==> src/rtl/sipo_deserializer.sv <==
// Serial-in/parallel-out deserializer, LSB first; the word appears on data_out at the edge its last bit is accepted.
// The output register holds one word; a word completing while that register is still full is dropped and flagged in overrun.
module sipo_deserializer #(
   parameter int N = 8
) (
   input  logic                 clk,
   input  logic                 reset,
   input  logic                 serial_in,
   input  logic                 bit_valid,
   input  logic                 sync,
   output logic [N-1:0]         data_out,
   output logic                 data_valid,
   input  logic                 data_ready,
   output logic [$clog2(N)-1:0] bit_count,
   output logic                 overrun,
   input  logic                 clear_ovr
);

   localparam int BCW = $clog2(N);
   localparam logic [BCW-1:0] LAST_BIT = BCW'(N - 1);

   typedef enum logic {
      IDLE,
      COLLECT
   } state_t;

   state_t         state_q, state_d;
   logic [BCW-1:0] bit_count_q, bit_count_d;
   logic [N-1:0]   shreg_q, shreg_d;
   logic [N-1:0]   data_out_q, data_out_d;
   logic           data_valid_q, data_valid_d;
   logic           overrun_q, overrun_d;
   logic [N-1:0]   first_bit;
   logic [N-1:0]   word;
   logic           word_done;

   always_comb begin
      state_d      = state_q;
      bit_count_d  = bit_count_q;
      shreg_d      = shreg_q;
      data_out_d   = data_out_q;
      data_valid_d = data_valid_q;
      overrun_d    = overrun_q;
      word_done    = 1'b0;
      first_bit    = {{(N-1){1'b0}}, serial_in};
      // Bits above bit_count are always zero, so OR-ing in the new bit is enough.
      word         = shreg_q | (first_bit << bit_count_q);

      if (sync) begin
         shreg_d     = bit_valid ? first_bit : '0;
         bit_count_d = bit_valid ? BCW'(1) : '0;
         state_d     = bit_valid ? COLLECT : IDLE;
      end else if (bit_valid) begin
         case (state_q)
            IDLE: begin
               shreg_d     = first_bit;
               bit_count_d = BCW'(1);
               state_d     = COLLECT;
            end
            COLLECT: begin
               if (bit_count_q == LAST_BIT) begin
                  word_done   = 1'b1;
                  shreg_d     = '0;
                  bit_count_d = '0;
                  state_d     = IDLE;
               end else begin
                  shreg_d     = word;
                  bit_count_d = bit_count_q + BCW'(1);
               end
            end
            default: state_d = IDLE;
         endcase
      end

      if (word_done && (!data_valid_q || data_ready)) begin
         data_out_d   = word;
         data_valid_d = 1'b1;
      end else if (data_valid_q && data_ready) begin
         data_valid_d = 1'b0;
      end

      // A drop on the same edge as a clear wins, so no overrun is ever lost.
      if (clear_ovr) begin
         overrun_d = 1'b0;
      end
      if (word_done && data_valid_q && !data_ready) begin
         overrun_d = 1'b1;
      end
   end

   always_ff @(posedge clk or posedge reset) begin
      if (reset) begin
         state_q      <= IDLE;
         bit_count_q  <= '0;
         shreg_q      <= '0;
         data_out_q   <= '0;
         data_valid_q <= 1'b0;
         overrun_q    <= 1'b0;
      end else begin
         state_q      <= state_d;
         bit_count_q  <= bit_count_d;
         shreg_q      <= shreg_d;
         data_out_q   <= data_out_d;
         data_valid_q <= data_valid_d;
         overrun_q    <= overrun_d;
      end
   end

   assign data_out   = data_out_q;
   assign data_valid = data_valid_q;
   assign bit_count  = bit_count_q;
   assign overrun    = overrun_q;

endmodule

==> config.mk <==
export PLATFORM = sky130hd
export DESIGN_NAME = sipo_deserializer
export DESIGN_NICKNAME = d
export VERILOG_FILES = /design/src/rtl/sipo_deserializer.sv
export SDC_FILE = /design/constraint.sdc
export NUM_CORES = 1
export LEC_CHECK = 0
export BUFFER_PORTS_ARGS = -buffer_cell sky130_fd_sc_hd__buf_2
export CORE_MARGIN = 4
export CORE_UTILIZATION = 30
export CTS_CLUSTER_DIAMETER = 40
export DETAILED_ROUTE_END_ITERATION = 8
export HOLD_SLACK_MARGIN = 0.08
export PLACE_DENSITY = 0.47
export SLEW_MARGIN = 25
export SYNTH_ARGS = -nofsm -noshare
export SYNTH_HDL_FRONTEND = slang
export SYNTH_SLANG_ARGS = --single-unit
==> constraint.sdc <==
create_clock -name clk -period 3.1 [get_ports clk]
set_clock_uncertainty 0.15 [all_clocks]
set_input_delay 0 -clock clk [delete_from_list [all_inputs] [get_ports clk]]
set_output_delay 0 -clock clk [all_outputs]
set_load 0.01 [all_outputs]
Yosys cells after proc, flatten, opt, wreduce, memory -nomap -nowiden
Index checks and enable logic that the tools add are counted.

storage, ports and cells
  bits in registers = 22
  bits of input ports = 7
  output and inout bits = 13

operators by class
  $add $sub $neg = 1
  equal/unequal tests = 1
  shift operators = 1
  mux-type cells = 23
  bitwise operators = 2
  reductions and logical operators = 10

operator list
  kind                 count
  $mux 8               3
  $pmux 8 s2           1
  $mux 1               14
  $mux 3               3
  $or 8x8->8           1
  $shl 1x3->8          1
  $pmux 3 s2           1
  $reduce_bool 2->1    3
  $logic_and 1x1->1    4
  $add 3x1->3 const B  1
  $eq 3x3->1 const B   1
  $logic_not 1->1      2
  $pmux 1 s2           1
  $logic_or 1x1->1     1
  $not 1->1            1

Longest topological paths before layout
Gate-level depths: netlist (run 1).

  depth in word-level cells = 8
  depth in mapped cells = 6
  gate-level depth less buffers = 5

Worst setup path after synthesis (run 1)
No wires, ideal clock.

  path type = reg-to-reg
  start = reg bit_count_q[1], in the netlist bit_count[1]
  end = reg data_out_q[0], in the netlist data_out[0]
  library setup time = 125 ps
  arrival = 1642 ps
  required time = 2825 ps
  slack = 1182 ps
  stages on the path, launching flop included = 7
  period minus slack after synthesis = 1918 ps
  cell sequence = dfrtp_1 -> ha_1 -> ha_1 -> nand4b_2 -> nor2b_2 -> buf_6 -> mux2_4

on the way
  longest elaborated chain between the ends = 6
  elaborated cells on any way between the ends = 8
  those cells by class = 1 x eq/ne; 1 x shift; 4 x mux; 1 x bitwise; 1 x reduce/logical

ends and longest elaborated chain
  element                 line  source
  from (decl)             28    logic [BCW-1:0] bit_count_q, bit_count_d;
  from (signal assigned)  101   bit_count_q <= bit_count_d;
  $eq 3x3->1              61    if (bit_count_q == LAST_BIT) begin
  $mux 1                  61
  $mux 1                  54    case (state_q)
  $mux 1                  53    end else if (bit_valid) begin
  $mux 1                  49    if (sync) begin
  $logic_and 1x1->1       75    if (word_done && (!data_valid_q || data_ready)) begin
  to (signal assigned)    103   data_out_q <= data_out_d;
  to (decl)               30    logic [N-1:0] data_out_q, data_out_d;

Several ways; a longest one is shown, not always the timed one.
A chain may end at the register's enable or synchronous reset.

Final worst setup path (run 1)
  start = reg bit_count_q[1], in the netlist bit_count[1]
  end = reg data_out_q[7], in the netlist data_out[7]

The elaborated chain is that of the path after synthesis.

==> results of run 1 <==
-- stage by stage --
stage	total power [W]	hold WS (ps)
3_5_place_dp	0.000359	63.2
4_1_cts	0.000529	277
6_report	0.000527	229
3_3_place_gp	0.000359	52.4
5_1_grt	0.000547	325
2_1_floorplan	0.000344	-161
-- worst max-delay path, stage by stage, from the launching register on --
cell and delay [ps]:
dfrtp_1 560, ha_1 210, ha_1 260, nand4b_2 180
nor2b_2 480, mux2_4 340
-- layer usage --
| layer | share of wire [%] | up-vias | global-route usage [%] |
|---|---|---|---|
| met4 | 0.43 | 0 | 4.56 |
| met2 | 46 | 18 | 16.2 |
| li1 | - | 390 | - |
| met5 | 0 | - | 0 |
| met1 | 50 | 380 | 16.1 |
| met3 | 3.2 | 2 | 1.50 |
-- timing repair --
action / CTS / global route
endpoints found under the setup margin: 0 / 0
hold buffers: 8 / 0
endpoints found under the hold margin: 39 / 0
-- Yosys cell counts, drive strengths merged, types with 4 or more instances --
master / number
a21oi: 5
a31oi: 9
buf: 4
dfrtp: 22
inv: 8
mux2i: 6
nor2: 12
nor2b: 6
-- path summary, 6_finish.rpt --
path                                           from                        to  slack (ps)  cells after the start
max                        bit_count[1]$_DFFE_PP0P_   data_out[7]$_DFFE_PP0P_         800                      5
min                                           reset   data_out[5]$_DFFE_PP0P_         230                      3
max reg2reg                bit_count[1]$_DFFE_PP0P_   data_out[7]$_DFFE_PP0P_         800                      5
min reg2reg                  shreg_q[1]$_DFFE_PP0P_    shreg_q[1]$_DFFE_PP0P_         360                      2
max in group asynchronous                     reset  bit_count[1]$_DFFE_PP0P_        2060                      3
min in group clk                               sync  bit_count[2]$_DFFE_PP0P_         330                      3
-- area by class of cell --
type	count	area, sq um	area share (%)
clock buffer	4	36.3	2.80
inverter	8	30.0	2.32
timing repair buffer	27	175	13.5
multi-input combinational	62	444	34.3
sequential	22	551	42.6
tap	46	57.6	4.45
-- power groups by stage --
stage	combinational [W]	sequential [W]	clock (W)
final	0.0000583	0.000302	0.000167
after global routing	0.0000658	0.000303	0.000179
after CTS	0.0000591	0.000302	0.000168
after detailed placement	0.0000520	0.000307	0
after global placement	0.0000524	0.000306	0
after floorplan	0.0000374	0.000307	0
-- cell families after synthesis --
| group | Yosys count |
|---|---|
| multiplexers | 8 |
| AO/OA/AOI/OAI | 22 |
| buffers and inverters | 12 |
| AND/OR/NAND/NOR | 30 |
| flip-flops | 22 |
| adder cells (fa/ha/maj) | 2 |
-- flip-flops by register name (all words and copies together), names as in the netlist --
name	flops
data_out	8
shreg_q	8
bit_count	3
data_valid	1
overrun	1
state_q	1
==> flow_metrics.tcl, run 1 <==
set metrics [dict create \
    status "complete, no violations" \
    die_w_um 67.7 \
    wl_per_cell_um 13.7 \
    grt_overflow_total 0 \
    synth_mux_area_share_pct 8.42 \
    area_growth_pct 20.9 \
    combinationalPowerShare_pct 11.1 \
    leakagePower_nw 0.629 \
    cts_root_buffer "clkbuf_4" \
    dieArea_sq_um 4590 \
    first_global_vias 780 \
    synth_top_cell_area_share_pct 51.5 \
    rsz0062_at_grt "no" \
    fillers 338 \
    first_pass_iters 4 \
    power.share.sequential_pct 57.3 \
    synth-xor-area-share_pct 0 \
    fin_tns_setup_ps 0 \
    yosysTopAreaCell "dfrtp_1" \
    groute.usage.overall_pct 11.0 \
    maxCapViolCount 0 \
    first_iter_violations 21 \
    placedCellCount 157 \
    synth_area_sq_um 1070 \
    p_sw_share_pct 25.8 \
    grt_max_degree 23 \
    postPlaceCellArea_sq_um 1180 \
    die_h_um 67.7 \
    gp_congestion 0.758 \
    ys_warn_count 0 \
    clock_sinks 22 \
    final_common_cell "dfrtp_1" \
    syn-num-nets 105 \
    final_area_sq_um 1290 \
    cts_tree "done" \
    start_util_pct 31.6 \
    cts_resized 0 \
    insertion_delay_ps 310 \
    synth_edf_count 0 \
    ys_top_cells_by_area "dfrtp_1 51%, mux2i_1 5.6%, a31oi_1 5.3%, buf_6 4.2%, nor2_1 4.2%" \
    grt_pass1_wl_um 3800 \
    power_switching_w 0.000136 \
    synthFlopType "dfrtp_1" \
    io_pins 20 \
    cp-end-kind "flop" \
    arrival_ps 2370 \
    synth-simple-area-share_pct 17.4 \
    cts_buffers 3 \
    vdd_ir_drop_max_mv 0.155 \
    dr_total_vias 790 \
    postSynthAreaPerCell_sq_um 11.1 \
    post_cts_buffers 0 \
    hold_path_class "in2async" \
    ys_ff_latch 22 \
    critPathKind "reg2reg" \
    portBuffers 19 \
    h-tree-depth 1 \
    drc_errors 0 \
    power_density_nw_per_um2 407 \
    antenna_cells 0 \
    power.internal_w 0.000391 \
    clk_path_buf_depth 2 \
    setup_viol 0 \
    required_ps 3170 \
    layout_common_cells "22 x dfrtp_1, 19 x buf_2, 12 x nor2_1, 9 x a31oi_1" \
    period_minus_slack_ps 2300 \
    worst_setup_path_start_kind "flop" \
    critPathMaxFanout 10 \
    antenna_found_initial 0 \
    core_sq_um 3390 \
    tightestPinTransition_ps 845 \
    hold_violations 0 \
    yosysUniqueCellTypes 28 \
    drive_gt1_share_pct 24.4 \
    synth-compound-area-share_pct 13.3 \
    post-place-ws_ps 794 \
    post-route-util_pct 38.2 \
    ant_nets 0 \
    max_freq_ghz 0.435 \
    finalWirelength_um 2320 \
    finalCritPeriodShare_pct 74.2 \
    clk_pin_slew_ps 130 \
    routed_via_density 4.67 \
    pwr-share-clk_pct 31.6 \
    synth_seq_area_share_pct 51.5 \
    syn_inst 96 \
    slew_headroom_pct 43.6 \
    rows 21 \
    setup_ws_ps 800 \
    synth_top_family_by_area "simple AND/OR/NAND/NOR gates" \
    final_cells 169 \
    dp_hpwl_um 1590 \
    synth_fa_ha_area_share_pct 2.34 \
    slew_violations 0 \
    fin_nets 133 \
    async_flop_share_pct 100 \
]
Note: power is estimated with default switching activity, not from simulation.
==> inputs of run 2 (changes only) <==
Settings changed: PLACE_DENSITY 0.47 to 0.49.
Clock period 3.1 ns to 1.9 ns, I/O delays scaled along.
==> run 2 against run 1 <==
  * Hold slack improved by 35 ps
  * Clock power increased by 110%
  * Sequential share of layout area decreased by 1.8 points
==> flow_metrics.tcl, run 2 (same netlist as run 1, synthesis figures left out) <==
set metrics [dict create \
    final_cells 174 \
    die_h_um 67.7 \
    antenna_cells 0 \
    final_area_sq_um 1360 \
    postPlaceCellArea_sq_um 1220 \
    layout_common_cells "20 x dfrtp_1, 19 x buf_2, 12 x nor2_1, 9 x a31oi_1" \
    critPathMaxFanout 6 \
    dieArea_sq_um 4590 \
    power.internal_w 0.000742 \
    cp-end-kind "flop" \
    antenna_found_initial 0 \
    power.share.sequential_pct 50.8 \
    first_pass_iters 5 \
    path_cells "ha_1, ha_2, nand4b_2, nor2b_4, buf_4, mux2i_1" \
    slew_violations 0 \
    period_minus_slack_ps 1740 \
    pwr-share-clk_pct 37.5 \
    cts_buffers 3 \
    rows 21 \
    fin_tns_setup_ps 0 \
    leakagePower_nw 0.660 \
    critPathKind "reg2reg" \
    cts_tree "done" \
    arrival_ps 1830 \
    status "complete, no violations" \
    gp_congestion 0.780 \
    power_switching_w 0.000214 \
    clk_pin_slew_ps 130 \
    insertion_delay_ps 310 \
    required_ps 1990 \
    grt_overflow_total 0 \
    max_freq_ghz 0.576 \
    ant_nets 0 \
    tightestPinTransition_ps 370 \
    hold_path_class "in2reg" \
    holdWs_ps 263 \
    clk_path_buf_depth 2 \
    final_common_cell "dfrtp_1" \
    vdd_ir_drop_max_mv 0.342 \
    hold_violations 0 \
    start_util_pct 31.6 \
    clock_sinks 22 \
    h-tree-depth 1 \
    dp_hpwl_um 1650 \
    portBuffers 19 \
    first_iter_violations 35 \
    wl_per_cell_um 13.0 \
    area_growth_pct 26.9 \
    slew_headroom_pct 75.3 \
    first_global_vias 831 \
    dr_total_vias 798 \
    cp_slowest_cell "dfrtp_2" \
    cts_root_buffer "clkbuf_4" \
    rsz0062_at_grt "no" \
    grt_max_degree 14 \
    fin_nets 138 \
    cpPeakStageDelay_ps 380 \
    drive_gt1_share_pct 29.7 \
    maxCapViolCount 0 \
    placedCellCount 162 \
    worst_setup_path_start_kind "flop" \
    die_w_um 67.7 \
    finalCritPeriodShare_pct 91.3 \
    combinationalPowerShare_pct 11.7 \
    io_pins 20 \
    power_density_nw_per_um2 704 \
    setup_viol 0 \
    groute.usage.overall_pct 11.4 \
    routed_via_density 4.59 \
    drc_errors 0 \
    core_sq_um 3390 \
    p_sw_share_pct 22.4 \
    finalWirelength_um 2260 \
    grt_pass1_wl_um 3880 \
]
## run 2: final timing paths
path,startpoint,endpoint,slack [ps],depth (start not counted)
max reg2reg,bit_count[1]$_DFFE_PP0P_,data_out[5]$_DFFE_PP0P_,160,6
min,clear_ovr,overrun$_DFFE_PP0P_,260,3
max in group asynchronous,reset,data_out[2]$_DFFE_PP0P_,500,5
min in group asynchronous,reset,bit_count[1]$_DFFE_PP0P_,590,4
min reg2reg,shreg_q[1]$_DFFE_PP0P_,shreg_q[1]$_DFFE_PP0P_,370,2
max,bit_count[1]$_DFFE_PP0P_,data_out[5]$_DFFE_PP0P_,160,6
## run 2: critical path, delay by kind of cell, from the launching register on
| family | cells | cell delay (ps) |
|---|---|---|
| buf+inv | 1 | 190 |
| simple gates | 2 | 380 |
| mux | 1 | 200 |
| fa+ha+maj | 2 | 370 |
| flops | 1 | 380 |
## run 2: cell type report
class / instances / area [sq um]
clock inverter: 1 / 30.0
fill: 350 / 2030
multi-input combinational: 62 / 452
tap: 46 / 57.6
timing repair buffer: 32 / 213
inverter: 8 / 30.0
clock buffer: 3 / 22.5
sequential: 22 / 553
## run 2: stage by stage
step	setup slack (ps)	util, %	total power (W)
3_5_place_dp	58.3	35.9	0.000594
6_report	164	40.1	0.000956
2_1_floorplan	66.6	-	0.000562
4_1_cts	40.1	39.8	0.000972
5_1_grt	17.0	40.1	0.00100
3_3_place_gp	130	35.9	0.000594
## run 2: what timing repair did
item | in CTS | in global routing
setup buffers | 0 | 0
endpoints found under the hold margin | 39 | 0
gates resized for setup | 0 | 2
hold buffers | 8 | 0
endpoints found under the setup margin | 0 | 6
## run 2: power groups by stage
stage	clock network, W	registers, W	logic, W
global route	0.000390	0.000487	0.000127
finish	0.000359	0.000485	0.000112
CTS	0.000374	0.000485	0.000113
floorplan	0	0.000501	0.0000610
global placement	0	0.000494	0.000100
detailed placement	0	0.000494	0.000100
## run 2: layer usage
metal | track usage, % | wire [um] | up-vias
li1 | - | - | 402
met2 | 18.1 | 1020 | 14
met3 | 2.50 | 95 | 2
met5 | 0 | 0 | -
met1 | 15.0 | 1130 | 380
met4 | 4.56 | 20 | 0
==> inputs of run 3 (changes only) <==
Settings changed: PLACE_DENSITY 0.49 to unset, PLACE_DENSITY_LB_ADDON set to 0.05.
==> run 3 against run 2 <==
  * Hold slack improved by 75 ps
  * Routed wire length rose by 1.9%
  * Worst setup slack got worse by 76 ps
  * First-iteration DRC count fell by 66%
  * Combinational power barely moved
  * Register-to-register slack got worse by 80 ps
  * Global-route usage rose by 0.25 points
  * Cell area rose by 1.6%
  * Critical path depth fell by 1
  * Critical endpoint is now overrun$_DFFE_PP0P_
==> flow_metrics.tcl, run 3 (same netlist as run 1, synthesis figures left out) <==
set metrics [dict create \
    period_minus_slack_ps 1810 \
    core_sq_um 3390 \
    slew_headroom_pct 70.6 \
    regArea_sq_um 553 \
    area_growth_pct 28.9 \
    final_common_cell "dfrtp_1" \
    io_pins 20 \
    clock_sinks 22 \
    grt_overflow_total 0 \
    critPathKind "reg2reg" \
    dp_hpwl_um 1660 \
    required_ps 1960 \
    finalWirelength_um 2310 \
    clk_path_buf_depth 2 \
    groute.usage.overall_pct 11.7 \
    power_density_nw_per_um2 699 \
    r2r_slack_ps 90 \
    grt_max_degree 14 \
    hold_path_class "in2reg" \
    tightestPinTransition_ps 441 \
    placedCellCount 163 \
    grt_pass1_wl_um 4000 \
    die_h_um 67.7 \
    portBuffers 19 \
    antenna_found_initial 0 \
    cts_buffers 3 \
    die_w_um 67.7 \
    antenna_cells 0 \
    drive_gt1_share_pct 30.0 \
    vdd_ir_drop_max_mv 0.362 \
    dieArea_sq_um 4590 \
    postPlaceCellArea_sq_um 1220 \
    first_pass_iters 3 \
    fin_tns_setup_ps 0 \
    clk_pin_slew_ps 130 \
    reg2reg_depth 5 \
    slew_violations 0 \
    max_freq_ghz 0.552 \
    final_cells 176 \
    critPathLaunch "bit_count[0]$_DFFE_PP0P_" \
    hold_violations 0 \
    post_cts_buffers 0 \
    gp_congestion 0.780 \
    status "complete, no violations" \
    crit_end "overrun$_DFFE_PP0P_" \
    cp-end-kind "flop" \
    first_global_vias 825 \
    fillers 350 \
    cts_root_buffer "clkbuf_4" \
    critPathMaxFanout 4 \
    arrival_ps 1870 \
    layout_common_cells "20 x dfrtp_1, 19 x buf_2, 12 x nor2_1, 9 x a31oi_1, 9 x dlygate4sd3_1" \
    r2r-end "overrun$_DFFE_PP0P_" \
    insertion_delay_ps 310 \
    rsz0062_at_grt "no" \
    drc_errors 0 \
    worst_setup_path_start_kind "flop" \
    r2r-start "bit_count[0]$_DFFE_PP0P_" \
    finalCritPeriodShare_pct 95.3 \
    multiInputGateArea_sq_um 455 \
    start_util_pct 31.6 \
    leakagePower_nw 0.669 \
    final_area_sq_um 1380 \
    setup_viol 0 \
    ant_nets 0 \
    rows 21 \
    hold_depth 3 \
    h-tree-depth 1 \
    wl_per_cell_um 13.1 \
    routed_via_density 4.63 \
    maxCapViolCount 0 \
    fin_nets 140 \
    first_iter_violations 12 \
    cts_tree "done" \
    dr_total_vias 815 \
]
[run 3: power by group]
part | internal, W | switching (W)
clock network | 0.000213 | 0.000151
logic | 0.0000509 | 0.0000631
registers | 0.000479 | 0.00000695
total | 0.000743 | 0.000221
[run 3: worst min path at each step]
stage / startpoint / end / slack, ps
2_1_floorplan: reset / bit_count[2]$_DFFE_PP0P_ / -160
3_3_place_gp: reset / data_out[7]$_DFFE_PP0P_ / -130
3_5_place_dp: reset / data_out[7]$_DFFE_PP0P_ / -120
4_1_cts: sync / bit_count[2]$_DFFE_PP0P_ / 340
5_1_grt: sync / bit_count[2]$_DFFE_PP0P_ / 370
6_report: sync / bit_count[2]$_DFFE_PP0P_ / 340
[run 3: metrics by stage]
stage	total power [W]	setup slack (ps)	hold WS [ps]	util, %
after floorplan	0.000562	66.6	-161	-
after global placement	0.000597	143	-129	36.1
after detailed placement	0.000595	157	-119	36.1
after CTS	0.000972	45.0	336	40.3
after global routing	0.00101	23.2	374	40.7
final	0.000964	88.5	338	40.7
[run 3: area by class of cell]
class	count	share of cell area, %
sequential	22	40.1
inverter	8	2.18
multi-input combinational	62	33.0
tap	46	4.17
clock inverter	1	2.18
timing repair buffer	34	16.7
clock buffer	3	1.63
[run 3: per-layer routing]
| layer | wire [um] | vias to the layer above | global-route usage [%] |
|---|---|---|---|
| met5 | 0 | - | 0 |
| met4 | 16 | 0 | 3.04 |
| met3 | 81 | 2 | 3.00 |
| met2 | 1040 | 13 | 17.4 |
| met1 | 1170 | 397 | 16.6 |
| li1 | - | 403 | - |
[run 3: timing repair]
action / CTS / global route
resized for setup: 0 / 2
hold endpoints to repair: 36 / 0
setup endpoints to repair: 0 / 1
hold buffers: 9 / 0
[run 3: worst max-delay path: stages (launching register included)]
cell           delay [ps]
dfrtp_2               430
ha_1                  200
ha_2                  190
nand4b_4              100
o22ai_1                90
dlygate4sd3_1         560
